<file path="config.mk">
export PLATFORM = sky130hd
export DESIGN_NAME = ram_sp_fifo_ctrl
export DESIGN_NICKNAME = d
export VERILOG_FILES = /design/src/rtl/ram_fifo_pkg.sv /design/src/rtl/fifo_skid2.sv /design/src/rtl/ram_sp_fifo_ctrl.sv
export SDC_FILE = /design/constraint.sdc
export NUM_CORES = 1
export LEC_CHECK = 0
export ABC_AREA = 1
export CAP_MARGIN = 20
export CORE_UTILIZATION = 30
export DETAILED_ROUTE_END_ITERATION = 8
export GPL_TIMING_DRIVEN = 0
export PLACE_DENSITY = 0.63
export SLEW_MARGIN = 0
export SYNTH_ARGS = -nofsm -noshare
export SYNTH_HDL_FRONTEND = slang
export SYNTH_SLANG_ARGS = --single-unit
</file>
<file path="constraint.sdc">
create_clock -name clk -period 7.85 [get_ports clk]
set_clock_uncertainty 0.1 [all_clocks]
set_input_delay 1.57 -clock clk [delete_from_list [all_inputs] [get_ports clk]]
set_output_delay 1.57 -clock clk [all_outputs]
set_load 0.05 [all_outputs]
</file>
<file path="src/rtl/ram_fifo_pkg.sv">
`default_nettype none
// +----------------------------------------------------------------------+
// | Package : ram_fifo_pkg                                               |
// | Shared types for the single-port RAM FIFO controller.                |
// | Revision: 1.0                                                        |
// +----------------------------------------------------------------------+
package ram_fifo_pkg;

  // Which side won the most recent RAM slot; drives round-robin fairness.
  typedef enum logic {
    GRANT_READ  = 1'b0,
    GRANT_WRITE = 1'b1
  } grant_t;

  // Operation placed on the shared RAM port in the current cycle.
  typedef enum logic [1:0] {
    OP_NONE  = 2'd0,
    OP_WRITE = 2'd1,
    OP_READ  = 2'd2
  } ram_op_t;

endpackage
`default_nettype wire

</file>
<file path="src/rtl/fifo_skid2.sv">
`default_nettype none
// +----------------------------------------------------------------------+
// | Module  : fifo_skid2                                                 |
// | Two-entry output register buffer; head entry drives out_data.        |
// | Revision: 1.0                                                        |
// +----------------------------------------------------------------------+
module fifo_skid2 #(
  parameter int DATA_W = 8
) (
  input  logic              clk,
  input  logic              reset,
  input  logic              in_valid,
  input  logic [DATA_W-1:0] in_data,
  input  logic              out_ready,
  output logic              out_valid,
  output logic [DATA_W-1:0] out_data,
  output logic [1:0]        cnt
);

  logic [DATA_W-1:0] head;
  logic [DATA_W-1:0] tail;
  logic [DATA_W-1:0] head_nxt;
  logic [DATA_W-1:0] tail_nxt;
  logic [1:0]        cnt_nxt;
  logic              push;
  logic              pop;

  assign out_valid = (cnt != 2'd0);
  assign out_data  = head;
  assign push      = in_valid;
  assign pop       = out_valid && out_ready;

  // Next head/tail/count; a simultaneous push and pop keeps the count and
  // moves the queue forward by one so nothing is lost or duplicated.
  always_comb begin
    head_nxt = head;
    tail_nxt = tail;
    cnt_nxt  = cnt;
    case ({push, pop})
      2'b10: begin
        if (cnt == 2'd0) begin
          head_nxt = in_data;
          cnt_nxt  = 2'd1;
        end else if (cnt == 2'd1) begin
          tail_nxt = in_data;
          cnt_nxt  = 2'd2;
        end
        // cnt == 2 with no pop cannot occur: the controller never has more
        // than two words outstanding.
      end
      2'b01: begin
        head_nxt = tail;
        cnt_nxt  = cnt - 2'd1;
      end
      2'b11: begin
        if (cnt == 2'd1) begin
          head_nxt = in_data;
        end else begin
          head_nxt = tail;
          tail_nxt = in_data;
        end
      end
      default: ;
    endcase
  end

  // Buffer registers, cleared immediately on reset.
  always_ff @(posedge clk or negedge reset) begin
    if (!reset) begin
      head <= '0;
      tail <= '0;
      cnt  <= 2'd0;
    end else begin
      head <= head_nxt;
      tail <= tail_nxt;
      cnt  <= cnt_nxt;
    end
  end

endmodule
`default_nettype wire

</file>
<file path="src/rtl/ram_sp_fifo_ctrl.sv">
`default_nettype none
// +----------------------------------------------------------------------+
// | Module  : ram_sp_fifo_ctrl                                           |
// | FIFO controller over a single-port sync-read RAM: arbitrates one     |
// | write or read per cycle and returns data through a 2-entry buffer.   |
// | Revision: 1.0                                                        |
// +----------------------------------------------------------------------+
module ram_sp_fifo_ctrl
  import ram_fifo_pkg::*;
#(
  parameter int DATA_W = 8,
  parameter int ADDR_W = 8
) (
  input  logic              clk,
  input  logic              reset,
  input  logic              wr_valid,
  input  logic [DATA_W-1:0] wr_data,
  output logic              wr_ready,
  output logic              rd_valid,
  output logic [DATA_W-1:0] rd_data,
  input  logic              rd_ready,
  output logic [ADDR_W-1:0] ram_addr,
  output logic [DATA_W-1:0] ram_wdata,
  output logic              ram_we,
  output logic              ram_oe,
  input  logic [DATA_W-1:0] ram_rdata,
  output logic [ADDR_W+1:0] level,
  output logic              full,
  output logic              empty
);

  localparam int              DEPTH    = 1 << ADDR_W;
  localparam logic [ADDR_W:0] CNT_FULL = (ADDR_W+1)'(DEPTH);

  logic [ADDR_W-1:0] wr_ptr;
  logic [ADDR_W-1:0] rd_ptr;
  logic [ADDR_W:0]   ram_cnt;
  logic              inflight;
  grant_t            last_grant;

  logic [ADDR_W-1:0] wr_ptr_nxt;
  logic [ADDR_W-1:0] rd_ptr_nxt;
  logic [ADDR_W:0]   ram_cnt_nxt;
  logic              inflight_nxt;
  grant_t            last_grant_nxt;

  ram_op_t           op;
  logic [1:0]        skid_cnt;
  logic [1:0]        pending;
  logic              wr_elig;
  logic              rd_elig;
  logic              wr_req;

  // Words already committed to the output side: buffered plus in flight.
  assign pending = skid_cnt + {1'b0, inflight};
  assign wr_elig = (ram_cnt < CNT_FULL);
  assign rd_elig = (ram_cnt != '0) && (pending < 2'd2);
  assign wr_req  = wr_valid && wr_elig;

  // wr_ready must not look at wr_valid, so it is derived from eligibility
  // and the fairness state only.
  assign wr_ready = wr_elig && !(rd_elig && (last_grant == GRANT_WRITE));

  // Arbiter: alternate under contention, otherwise serve whoever asks.
  always_comb begin
    op = OP_NONE;
    if (wr_req && rd_elig) begin
      op = (last_grant == GRANT_WRITE) ? OP_READ : OP_WRITE;
    end else if (wr_req) begin
      op = OP_WRITE;
    end else if (rd_elig) begin
      op = OP_READ;
    end
  end

  // Pointer, occupancy and fairness updates for the chosen operation.
  always_comb begin
    wr_ptr_nxt     = wr_ptr;
    rd_ptr_nxt     = rd_ptr;
    ram_cnt_nxt    = ram_cnt;
    last_grant_nxt = last_grant;
    inflight_nxt   = 1'b0;
    case (op)
      OP_WRITE: begin
        wr_ptr_nxt     = wr_ptr + 1'b1;
        ram_cnt_nxt    = ram_cnt + 1'b1;
        last_grant_nxt = GRANT_WRITE;
      end
      OP_READ: begin
        rd_ptr_nxt     = rd_ptr + 1'b1;
        ram_cnt_nxt    = ram_cnt - 1'b1;
        last_grant_nxt = GRANT_READ;
        inflight_nxt   = 1'b1;
      end
      default: ;
    endcase
  end

  // Controller state; reset drops any read still in flight.
  always_ff @(posedge clk or negedge reset) begin
    if (!reset) begin
      wr_ptr     <= '0;
      rd_ptr     <= '0;
      ram_cnt    <= '0;
      inflight   <= 1'b0;
      last_grant <= GRANT_READ;
    end else begin
      wr_ptr     <= wr_ptr_nxt;
      rd_ptr     <= rd_ptr_nxt;
      ram_cnt    <= ram_cnt_nxt;
      inflight   <= inflight_nxt;
      last_grant <= last_grant_nxt;
    end
  end

  // RAM port mux; strobes are forced low while reset is held.
  assign ram_we    = reset && (op == OP_WRITE);
  assign ram_oe    = reset && (op == OP_READ);
  assign ram_addr  = (op == OP_READ) ? rd_ptr : wr_ptr;
  assign ram_wdata = wr_data;

  fifo_skid2 #(
    .DATA_W (DATA_W)
  ) u_skid (
    .clk       (clk),
    .reset     (reset),
    .in_valid  (inflight),
    .in_data   (ram_rdata),
    .out_ready (rd_ready),
    .out_valid (rd_valid),
    .out_data  (rd_data),
    .cnt       (skid_cnt)
  );

  assign level = (ADDR_W+2)'(ram_cnt) + (ADDR_W+2)'(skid_cnt) + (ADDR_W+2)'(inflight);
  assign full  = (ram_cnt == CNT_FULL);
  assign empty = (level == '0);

endmodule
`default_nettype wire

</file>
==> results.sh, run 1 <==
export IMPL_path_class="in -> out"
export IMPL_cts_buffers=5
export IMPL_path_common_cell="clkdlybuf4s50_1"
export IMPL_relSlewSlack_pct=53.5
export IMPL_fp_row_count=37
export IMPL_cts_htree_levels=2
export IMPL_finalWirelength_mm=7.64
export IMPL_synth_top_area_share_pct=34.8
export IMPL_n_antenna_cell=0
export IMPL_maxSlewViolCount=0
export IMPL_fmax_mhz=171
export IMPL_whs_ns=0.386
export IMPL_start_util_pct=31.2
export IMPL_drt_pass1_iter_count=4
export IMPL_crit_arrival_ns=4.18
export IMPL_synth_compound_area_share_pct=9.29
export IMPL_ys_async_sr_fraction_pct=100
export IMPL_min_path_type="reg -> reg"
export IMPL_core_area_um2=10400
export IMPL_start_kind="primary input"
export IMPL_syn_inst=446
export IMPL_final_area_um2=4030
export IMPL_hpwl_mm=5.75
export IMPL_netlist_area_um2=3230
export IMPL_area_growth_pct=24.7
export IMPL_synth_top_family_by_area="simple AND/OR/NAND/NOR gates"
export IMPL_ctsResizeCount=0
export IMPL_placed_area_um2=3930
export IMPL_cts_setup_buffers=0
export IMPL_reg2reg_depth=24
export IMPL_worstPathRequired_ns=6.18
export IMPL_cp_num_buf_inv=5
export IMPL_ys_seq_area_share_pct=34.8
export IMPL_maxCapViolations=0
export IMPL_holdPathStages=1
export IMPL_wl_per_cell_um=11.9
export IMPL_worstMarginPinSlew_ns=0.695
export IMPL_yosys_warnings=0
export IMPL_fin_nets=539
export IMPL_grt_pass1_vias=2875
export IMPL_clk_path_buf_depth=2
export IMPL_detail_route_vias_per_cell=4.59
export IMPL_vias=2946
export IMPL_synth_simple_gate_area_share_pct=31.5
export IMPL_synth_ff_type="dfrtp_1"
export IMPL_grt_first_pass_wirelength_mm=13.4
export IMPL_io_pins=60
export IMPL_final_setup_tns_ns=0
export IMPL_hold_viol_final=0
export IMPL_setup_violations=0
export IMPL_syn_nets=480
export IMPL_layout_min_cycle_time_ns=5.85
export IMPL_end_kind="output port"
export IMPL_gp_congestion=0.824
export IMPL_whs_endpoint="rd_ptr[7]"
export IMPL_dieArea_um2=11200
export IMPL_gr_total_overflow=0
export IMPL_fin_util_pct=38.9
export IMPL_path_cells="clkdlybuf4s50_1 -> nand2_1 -> a21oi_4 -> nor2_1 -> ha_1 -> buf_6 -> buf_12 -> clkbuf_1 -> o21ai_0 -> clkdlybuf4s50_1"
export IMPL_drive_gt1_share_pct=11.3
export IMPL_synth_commonest_cells="nand2_1 (158), dfrtp_1 (45), inv_1 (44), nor2_1 (36)"
export IMPL_rr_endpoint="ram_cnt[6]"
export IMPL_synth_xor_area_share_pct=6.23
export IMPL_crit_fanout=10
export IMPL_regToRegSetupSlack_ns=4.86
export IMPL_holdCritStartpoint="rd_ptr[7]"
export IMPL_max_stage_delay_ns=0.85
export IMPL_ys_seq_elements=45
export IMPL_grt_max_degree=29
export IMPL_portBuffers=51
export IMPL_outcome="complete, no violations"
export IMPL_yosys_top_cells_area="dfrtp_1 (35%), nand2_1 (18%), xor2_1 (5.1%)"
export IMPL_dieHeight_um=106
export IMPL_drc=0
export IMPL_cts_tree="built"
export IMPL_grt_use_total_pct=14.7
export IMPL_rsz0062_at_grt="no"
export IMPL_synth_fa_ha_area_share_pct=5.88
export IMPL_hold_buffers=0
export IMPL_clock_latency_ns=0.30
export IMPL_cp_top_family="buffers and inverters"
export IMPL_synth_edf_count=0
export IMPL_timing_final_crit_share_pct=74.6
export IMPL_cpMaxStageDelayCell="clkdlybuf4s50_1"
export IMPL_clock_root_buffer="clkbuf_8"
export IMPL_clkTransAtPathRegs_ns=0.08
export IMPL_drtIter0Drc=163
export IMPL_fp_dieW_um=106
export IMPL_yosysMostFrequentCell="nand2_1"
export IMPL_muxShareOfSynthArea_pct=0
export IMPL_synth_cell_types=36
export IMPL_synth_area_per_cell_um2=7.25
export IMPL_cts_sinks=45
export IMPL_synth_area_leader_cell="dfrtp_1"
export IMPL_ant_nets=0
export IMPL_antenna_found_initial=0
export IMPL_r2r_start="ram_cnt[2]"
-- kinds of logic (layout without fill, tap and decap cells) --
group	count (synthesis)	count (layout)
xor+xnor	23	23
fa+ha+maj	14	14
buf+inv	79	139
flops	45	45
compound gates	44	44
simple gates	241	241
-- per-stage QoR --
step / cells / worst slack [ns]
4_1_cts: 642 / 1.96
5_1_grt: 642 / 1.78
3_5_place_dp: 634 / 1.99
3_3_place_gp: 633 / 1.45
2_1_floorplan: 446 / 2.57
6_report: 642 / 2.00
-- routing by layer --
layer  global-route usage, %  vias up  wire, um
li1                        -     1509         -
met1                    20.3     1358      3850
met2                    23.7       74      3400
met3                    2.16        5       310
met4                    3.97        0        75
met5                       0        -         0
-- cells in the final DEF, fill, tap and decap left out, drive strengths merged, types with 2 or more instances in the layout --
cell	netlist	layout
clkdlybuf4s50	0	50
nand3	20	20
a41oi	7	7
ha	12	12
inv	51	51
dfrtp	45	45
nor2	44	44
nand2	161	161
xnor2	4	4
nor3	6	6
o21ai	20	20
buf	22	24
clkinv	1	2
clkbuf	5	12
fa	2	2
a21oi	4	4
a31oi	9	9
xor2	19	19
nand4	7	7
nand3b	2	2
-- worst max-delay path by stage --
| stage | from | to | slack, ns | depth (start not counted) |
|---|---|---|---|---|
| after floorplan | wr_valid | ram_addr[1] | 2.57 | 8 |
| after global placement | reset | ram_oe | 1.45 | 4 |
| after detailed placement | wr_valid | ram_addr[1] | 1.99 | 10 |
| after CTS | wr_valid | ram_addr[1] | 1.96 | 10 |
| after global routing | wr_valid | ram_addr[1] | 1.78 | 11 |
| final | wr_valid | ram_addr[1] | 2.00 | 10 |
-- final cells by class --
class                   instances  area, um2
plain buffers                  27        203
clock buffers                   7       96.3
clock inverters                 1       5.00
fillers                      1096       6340
inverters                      52        195
multi-input cells             322       1710
flip-flops and latches         45       1130
well taps                     136        170
repair buffers                 52        526
-- state kept, by name, summed over array words and instances (netlist names) --
signal and flops:
inflight 1, last_grant 1, ram_cnt 9, rd_ptr 8
u_skid.cnt 2, u_skid.out_data 8, u_skid.tail 8, wr_ptr 8
Power of run 1 is left out: the tool's default activity adds up to more than one toggle a clock period on the data nets, which glitch-free logic cannot reach.
==> run 2: changes to the inputs <==
--- a/config.mk
+++ b/config.mk
@@ -10,7 +10,7 @@
 export CORE_UTILIZATION = 30
 export DETAILED_ROUTE_END_ITERATION = 8
 export GPL_TIMING_DRIVEN = 0
-export PLACE_DENSITY = 0.63
+export PLACE_DENSITY = 0.65
 export SLEW_MARGIN = 0
 export SYNTH_ARGS = -nofsm -noshare
 export SYNTH_HDL_FRONTEND = slang
==> constraint.sdc (replaced) <==
create_clock -name clk -period 4.85 [get_ports clk]
set_clock_uncertainty 0.1 [all_clocks]
set_input_delay 0.97 -clock clk [delete_from_list [all_inputs] [get_ports clk]]
set_output_delay 0.97 -clock clk [all_outputs]
set_load 0.05 [all_outputs]
==> results.sh, run 2 (synthesis gave the netlist of run 1 again) <==
export IMPL_grt_use_total_pct=14.3
export IMPL_clock_latency_ns=0.30
export IMPL_wl_per_cell_um=11.9
export IMPL_worstPathRequired_ns=3.78
export IMPL_hold_viol_final=0
export IMPL_portBuffers=51
export IMPL_final_common_cell="nand2_1"
export IMPL_holdPathStages=1
export IMPL_start_kind="primary input"
export IMPL_fin_nets=539
export IMPL_vias=3034
export IMPL_drive_gt1_share_pct=11.1
export IMPL_area_growth_pct=24.7
export IMPL_largest_register="ram_cnt"
export IMPL_rsz0062_at_grt="no"
export IMPL_cts_setup_buffers=0
export IMPL_start_util_pct=31.2
export IMPL_fp_row_count=37
export IMPL_ant_nets=0
export IMPL_cpMaxStageDelayCell="clkdlybuf4s50_1"
export IMPL_dieHeight_um=106
export IMPL_most_common_layout_cells="nand2_1 (158), clkdlybuf4s50_1 (50), dfrtp_1 (45)"
export IMPL_relSlewSlack_pct=60.3
export IMPL_max_stage_delay_ns=0.87
export IMPL_maxCapViolations=0
export IMPL_timing_final_crit_share_pct=97.0
export IMPL_cts_htree_levels=2
export IMPL_finalWirelength_mm=7.66
export IMPL_fmax_mhz=213
export IMPL_grt_max_degree=31
export IMPL_worstMarginPinSlew_ns=0.593
export IMPL_whs_endpoint="rd_ptr[7]"
export IMPL_gp_congestion=0.859
export IMPL_drt_pass1_iter_count=4
export IMPL_cts_tree="built"
export IMPL_r2r_start="ram_cnt[2]"
export IMPL_antenna_found_initial=0
export IMPL_clkTransAtPathRegs_ns=0.08
export IMPL_crit_arrival_ns=3.63
export IMPL_crit_fanout=10
export IMPL_ctsResizeCount=0
export IMPL_cts_sinks=45
export IMPL_grt_pass1_vias=2928
export IMPL_clk_path_buf_depth=2
export IMPL_cts_buffers=5
export IMPL_grt_first_pass_wirelength_mm=13.1
export IMPL_end_kind="output port"
export IMPL_fin_util_pct=38.9
export IMPL_layout_min_cycle_time_ns=4.70
export IMPL_hold_buffers=0
export IMPL_dieArea_um2=11200
export IMPL_n_antenna_cell=0
export IMPL_largest_reg_flops=9
export IMPL_path_common_cell="clkdlybuf4s50_1"
export IMPL_clock_root_buffer="clkbuf_8"
export IMPL_holdCritStartpoint="rd_ptr[7]"
export IMPL_hpwl_mm=5.81
export IMPL_detail_route_vias_per_cell=4.73
export IMPL_gr_total_overflow=0
export IMPL_core_area_um2=10400
export IMPL_fp_dieW_um=106
export IMPL_final_setup_tns_ns=0
export IMPL_regToRegSetupSlack_ns=1.86
export IMPL_io_pins=60
export IMPL_drtIter0Drc=164
export IMPL_setup_violations=0
export IMPL_path_class="in -> out"
export IMPL_maxSlewViolCount=0
export IMPL_rr_endpoint="ram_cnt[6]"
export IMPL_reg2reg_depth=24
export IMPL_min_path_type="reg -> reg"
export IMPL_outcome="complete, no violations"
export IMPL_path_cells="clkdlybuf4s50_1 -> nand2_1 -> a21oi_4 -> nor2_1 -> ha_1 -> buf_6 -> buf_12 -> clkbuf_1 -> o21ai_0 -> clkdlybuf4s50_1"
export IMPL_drc=0
==> run 2: worst max path at each step <==
stage / start / end / cells past startpoint
2_1_floorplan: wr_valid / ram_addr[1] / 8
3_3_place_gp: reset / ram_we / 4
3_5_place_dp: wr_valid / ram_addr[1] / 10
4_1_cts: wr_valid / ram_addr[1] / 10
5_1_grt: wr_valid / ram_addr[1] / 10
6_report: wr_valid / ram_addr[1] / 10
==> run 2: area by class of cell <==
| type | instances | area (um2) |
|---|---|---|
| Multi-Input combinational cell | 322 | 1710 |
| Inverter | 52 | 195 |
| Clock buffer | 5 | 68.8 |
| Fill cell | 1104 | 6340 |
| Sequential cell | 45 | 1130 |
| Buffer | 27 | 203 |
| Clock inverter | 2 | 35.0 |
| Tap cell | 136 | 170 |
| Timing Repair Buffer | 52 | 526 |
==> run 2: layer usage <==
layer / up-vias / global-route usage (%) / part of all wire, %
met3: 8 / 2.16 / 4.3
met1: 1439 / 19.1 / 49
li1: 1507 / - / -
met5: - / 0 / 0
met2: 80 / 23.6 / 46
met4: 0 / 4.66 / 1.1
==> run 2: metrics by stage <==
stage                     cell area (um2)  cells  hold WS, ns  setup WS, ns
after global routing                 4030    641        0.416        0.0115
after detailed placement             3930    634        0.374         0.149
final                                4030    641        0.386         0.147
after CTS                            4030    641        0.390         0.124
after floorplan                      3230    446        0.345         0.774
after global placement               3910    633        0.365        -0.341
==> run 2: worst max-delay path: cells and delay by family <==
family	cells	cell delay (ns)
AO/OA/AOI/OAI	2	0.46
buffers and inverters	5	1.81
adder cells (fa/ha/maj)	1	0.20
AND/OR/NAND/NOR	2	0.18
Power of run 2 is left out for the same reason.
